## config.mk

```make
export PLATFORM = sky130hd
export DESIGN_NAME = io_write_port_ctrl
export DESIGN_NICKNAME = d
export VERILOG_FILES = /design/src/rtl/io_write_port_ctrl_pkg.sv /design/src/rtl/io_write_port_slot.sv /design/src/rtl/io_write_port_ctrl.sv
export SDC_FILE = /design/constraint.sdc
export NUM_CORES = 1
export LEC_CHECK = 0
export ABC_AREA = 1
export CORE_MARGIN = 2
export CORE_UTILIZATION = 51
export DETAILED_ROUTE_END_ITERATION = 16
export PLACE_DENSITY = 0.86
export SLEW_MARGIN = 40
export SYNTH_ARGS = -nofsm -noshare
export SYNTH_HDL_FRONTEND = slang
export SYNTH_SLANG_ARGS = --single-unit
```

## constraint.sdc

```tcl
create_clock -name clock -period 2.8 [get_ports clock]
set_clock_uncertainty 0.1 [all_clocks]
set_input_delay 0.42 -clock clock [delete_from_list [all_inputs] [get_ports clock]]
set_output_delay 0.42 -clock clock [all_outputs]
set_load 0.005 [all_outputs]
```

## src/rtl/io_write_port_ctrl_pkg.sv

```systemverilog
// io_write_port_ctrl_pkg: shared constants, port-state encoding and default widths for the I/O write-port controller.
package io_write_port_ctrl_pkg;
    localparam logic HIGH = 1'b1;
    localparam logic LOW  = 1'b0;
    localparam logic [0:0] EMPTY = 1'b0;
    localparam logic [0:0] FULL  = 1'b1;
    localparam int DEF_PORT_COUNT = 4;
    localparam int DEF_ADDR_WIDTH = 2;
    localparam int DEF_WORD_WIDTH = 36;
endpackage

```

## src/rtl/io_write_port_slot.sv

```systemverilog
// io_write_port_slot: one write port holding a data word, its write strobe and its full flag.
module io_write_port_slot
    import io_write_port_ctrl_pkg::*;
#(
    parameter int WORD_WIDTH = DEF_WORD_WIDTH
) (
    input  logic                  clock,
    input  logic                  reset_n,
    input  logic                  accept,
    input  logic                  ack,
    input  logic [WORD_WIDTH-1:0] data,
    output logic                  wren,
    output logic [WORD_WIDTH-1:0] q,
    output logic                  full,
    output logic                  eff_full
);
    // An ack in the commit cycle frees the slot for a write in that same cycle.
    assign eff_full = full & ~ack;

    always_ff @(posedge clock or negedge reset_n) begin
        if (!reset_n) begin
            wren <= LOW;
            q    <= '0;
            full <= EMPTY;
        end else begin
            wren <= accept;
            if (accept) q <= data;
            full <= accept ? FULL : (ack ? EMPTY : full);
        end
    end
endmodule

```

## src/rtl/io_write_port_ctrl.sv

```systemverilog
// io_write_port_ctrl: steers I/O-range data writes to per-port registers and flags writes to full ports as blocked.
// Optional blocked-write counter enabled by IO_WRITE_PORT_CTRL_STALL_COUNT_EN.
module io_write_port_ctrl
    import io_write_port_ctrl_pkg::*;
#(
    parameter int IO_WRITE_PORT_COUNT      = DEF_PORT_COUNT,
    parameter int IO_WRITE_PORT_ADDR_WIDTH = DEF_ADDR_WIDTH,
    parameter int WORD_WIDTH               = DEF_WORD_WIDTH,
    parameter int STALL_COUNT_WIDTH        = 16
) (
    input  logic                                      clock,
    input  logic                                      reset_n,
    input  logic                                      addr_in_io_range,
    input  logic                                      write_valid,
    input  logic [IO_WRITE_PORT_ADDR_WIDTH-1:0]       port_addr,
    input  logic [WORD_WIDTH-1:0]                     write_data,
    input  logic [IO_WRITE_PORT_COUNT-1:0]            port_ack,
    output logic [IO_WRITE_PORT_COUNT-1:0]            wren,
    output logic [IO_WRITE_PORT_COUNT*WORD_WIDTH-1:0] port_data,
    output logic [IO_WRITE_PORT_COUNT-1:0]            port_full,
    output logic                                      write_blocked,
    output logic [STALL_COUNT_WIDTH-1:0]              stall_count
);
    logic                                req_valid;
    logic [IO_WRITE_PORT_ADDR_WIDTH-1:0] req_port;
    logic [WORD_WIDTH-1:0]               req_data;
    logic [IO_WRITE_PORT_COUNT-1:0]      hit;
    logic [IO_WRITE_PORT_COUNT-1:0]      accept;
    logic [IO_WRITE_PORT_COUNT-1:0]      eff_full;

    // Out-of-range port indices never become a valid request, so they are dropped without blocking.
    always_ff @(posedge clock or negedge reset_n) begin
        if (!reset_n) begin
            req_valid <= LOW;
            req_port  <= '0;
            req_data  <= '0;
        end else begin
            req_valid <= addr_in_io_range & write_valid & (int'(port_addr) < IO_WRITE_PORT_COUNT);
            req_port  <= port_addr;
            req_data  <= write_data;
        end
    end

    for (genvar p = 0; p < IO_WRITE_PORT_COUNT; p++) begin : g_slot
        assign hit[p]    = req_valid & (req_port == IO_WRITE_PORT_ADDR_WIDTH'(p));
        assign accept[p] = hit[p] & ~eff_full[p];
        io_write_port_slot #(.WORD_WIDTH(WORD_WIDTH)) u_slot (
            .clock    (clock),
            .reset_n  (reset_n),
            .accept   (accept[p]),
            .ack      (port_ack[p]),
            .data     (req_data),
            .wren     (wren[p]),
            .q        (port_data[p*WORD_WIDTH +: WORD_WIDTH]),
            .full     (port_full[p]),
            .eff_full (eff_full[p])
        );
    end

    assign write_blocked = |(hit & eff_full);

`ifdef IO_WRITE_PORT_CTRL_STALL_COUNT_EN
    always_ff @(posedge clock or negedge reset_n) begin
        if (!reset_n) stall_count <= '0;
        else if (write_blocked && stall_count != '1) stall_count <= stall_count + 1'b1;
    end
`else
    assign stall_count = '0;
`endif
endmodule

```

==> results by group, run 1 <==
Setup path
  • CP max stage delay: 520 ps
  • Worst r2r src: req_valid
  • CP startpoint: req_valid
  • Cell family with the largest share of critical-path delay: flip-flops
  • Worst path arrival time: 1880 ps
  • Crit path required time: 2280 ps
  • Crit-path cells: nand3_2 -> nor2_1 -> nor2_1 -> nand2_1 -> clkdlybuf4s50_1
  • Worst setup EP type: primary output
  • Worst path bufs/invs: 1
  • Crit Path Max Fanout: 7
  • FF-to-FF setup slack: 1060 ps
  • Critical-path top delay cell: dfrtp_1
  • CP startpoint kind: register
  • Worst setup path class: register to primary output
  • Critical R2R Capture: g_slot[3].u_slot.q[9]
  • Most common cell on crit path: nor2_1
  • R2R depth: 6

Global routing
  • Gr busiest metal: met2
  • Number of global-route vias before repair: 5022
  • M3 GR Usage: 7.57%
  • Largest net degree at the start of global routing: 92
  • First-pass GRT wire length: 25600 um
  • Total Routing Usage GR: 22.6%
  • Global route overflow: 0
  • Grt met2 use: 37.2%
  • Global Route met1 Usage: 28.2%
  • Initial antenna violation count: 0

Synth
  • Distinct cell type count after synthesis: 22
  • Seq cells post-synth: 191
  • Yosys Warn Count: 0
  • Synthesized area: 7200 um^2
  • Post-synth EDFFs: 0
  • Ys async rst share: 100%
  • Cells after synthesis: 645
  • Sequential area share after synthesis: 66.4%
  • Mean Syn Cell Area: 11.2 um^2
  • Synth Flop Type: dfrtp_1

Timing
  • Hold WS: 326 ps
  • Post-route setup TNS: 0 ps
  • Hold Fails Final Rpt: 0
  • Pins over their slew limit: 0
  • Crit path time final: 2400 ps
  • Final setup vio count: 0
  • Fin crit share: 85.8%
  • Worst-Margin Slew: 749 ps
  • Worst rel slew slack: 50.1%
  • Fmax: 0.416 GHz
  • RSZ-0062 raised after global routing: no

Clock tree
  • Num CTS Buffers: 17
  • H-Tree Depth: 4
  • Worst skew pair latency: 420 ps
  • Post-CTS Resized: 0
  • CTS root buf: clkbuf_16
  • CTS tree: yes
  • Clock sink total: 191
  • Clk buf depth: 2
  • CTS clock-pin slew for the worst setup and hold paths: 70 ps

Die
  • I/O pins: 215
  • Die area: 15100 um^2
  • Die Height: 123 um
  • Initial Utilization: 52.1%
  • Chip Width: 123 um
  • Core area: 13800 um^2
  • Row Count: 43

Placement
  • Post-placement cell area: 9140 um^2
  • Placed insts: 996
  • Post-DP HPWL: 10800 um
  • Final Wtd Congestion: 0.776
  • IO buf count: 198

Final layout
  • Post-Layout Cell Count: 1029
  • Fin nets: 882
  • Design area: 9760 um^2
  • Diode count: 0
  • Final design utilization: 70.6%
  • Layout area overhead: 35.5%
  • Share of cells above drive strength 1: 14.6%

Status
  • Status: finished, final reports clean

Power
  • Sequential power share: 46.0%
  • Clock power frac: 32.4%
  • Static Leak: 4.70 nW
  • Switching fraction of total power: 25.4%
  • PwrDens: 777 nW/um^2
  • Combinational power share: 21.6%
  • Peak supply drop: 0.000420 V
  • Sw power: 1.93 mW
  • Int Pwr: 5.66 mW

Route
  • DR DRC count: 0
  • Vias per cell: 4.83
  • Post-DR wirelength/cell: 15.6 um
  • Drt first pass iters: 4
  • WL final: 16000 um
  • Initial DRC Count: 318
  • Vias: 4968
  • ANT nets after route: 0

Worst hold path
  • Hold-critical path depth: 1
  • Hold Crit Start: write_data[34]
  • Worst min path class: input port to register
  • Min-Delay Endpoint: req_data[34]

Flow run
  • MaxCap Viol Count: 0
## power groups by stage
stage,clock network [mW],logic (mW),registers (mW)
2_1_floorplan,0,0.518,3.54
3_3_place_gp,0,1.60,3.52
4_1_cts,2.50,1.67,3.49
6_report,2.45,1.64,3.49
5_1_grt,2.63,1.80,3.54
3_5_place_dp,0,1.65,3.53
## registers in the layout, indices dropped and copies added, names as in the netlist
register	count
req_port	2
req_valid	1
g_slot.u_slot.wren	4
g_slot.u_slot.full	4
g_slot.u_slot.q	144
req_data	36
## cell usage after synthesis, types with 2 or more instances
cell type | count | area share (%)
nand2_1 | 219 | 11
dfrtp_1 | 191 | 66
o21ai_2 | 62 | 7.5
inv_1 | 46 | 2.4
buf_4 | 25 | 2.6
o21ai_0 | 23 | 1.6
o21ai_1 | 23 | 1.6
buf_6 | 19 | 3.0
nand2_2 | 9 | 0.78
nor2_1 | 6 | 0.31
buf_2 | 4 | 0.28
nor2_2 | 4 | 0.35
clkbuf_1 | 2 | 0.10
nand2_4 | 2 | 0.31
nand3_1 | 2 | 0.14
nand3_2 | 2 | 0.28
## routing by layer
| metal | routed length, um | vias up |
|---|---|---|
| met4 | 238 | 0 |
| met2 | 8130 | 152 |
| met5 | 0 | - |
| met3 | 1210 | 21 |
| li1 | - | 2364 |
| met1 | 6440 | 2431 |
## cells in the final DEF, fill, tap and decap left out, drive strengths merged
cell and count:
bufinv 3, buf 10, inv 48, nand3 5, nor2 11, clkbuf 20
clkinv 4, clkinvlp 5, nand2 230, o21ai 108, clkdlybuf4s50 197, dfrtp 191
conb 16, dlygate4sd3 1
## area by class of cell
class | count | area [um^2]
inverters | 47 | 176
fillers | 992 | 4070
clock inverters | 13 | 164
multi-input cells | 370 | 1850
flip-flops and latches | 191 | 4780
well taps | 180 | 225
clock buffers | 19 | 443
repair buffers | 209 | 2120
## worst max-delay path by stage
stage / end / slack (ps) / depth (start not counted)
6_report: write_blocked / 400 / 5
5_1_grt: write_blocked / 260 / 6
4_1_cts: write_blocked / 360 / 5
3_5_place_dp: write_blocked / 530 / 7
3_3_place_gp: write_blocked / 530 / 7
2_1_floorplan: write_blocked / 1420 / 5
## timing repair
action / CTS / global route
setup buffers: 0 / 0
setup endpoints to repair: 0 / 0
hold buffers: 1 / 0
hold endpoints to repair: 88 / 0
## through the flow
step                      setup slack, ps  power, mW
final                                 397       7.58
after global routing                  259       7.97
after CTS                             358       7.66
after detailed placement              533       5.19
after global placement                527       5.12
after floorplan                      1420       4.05
## kinds of logic (layout without fill, tap and decap cells)
kind of cell | count (synthesis) | in the layout | synth area share (%)
buf+inv | 99 | 288 | 8.75
flops | 191 | 191 | 66.4
other cells | 1 | 16 | 0.0521
compound gates | 108 | 108 | 10.7
simple gates | 246 | 246 | 14.1
Power figures use the tool's default switching activity.
==> run 2, diff against run 1 <==
- CTS_CLUSTER_SIZE: default -> 30
==> results of run 2 <==
The final DEF is identical to that of run 1; final timing and power are the same.
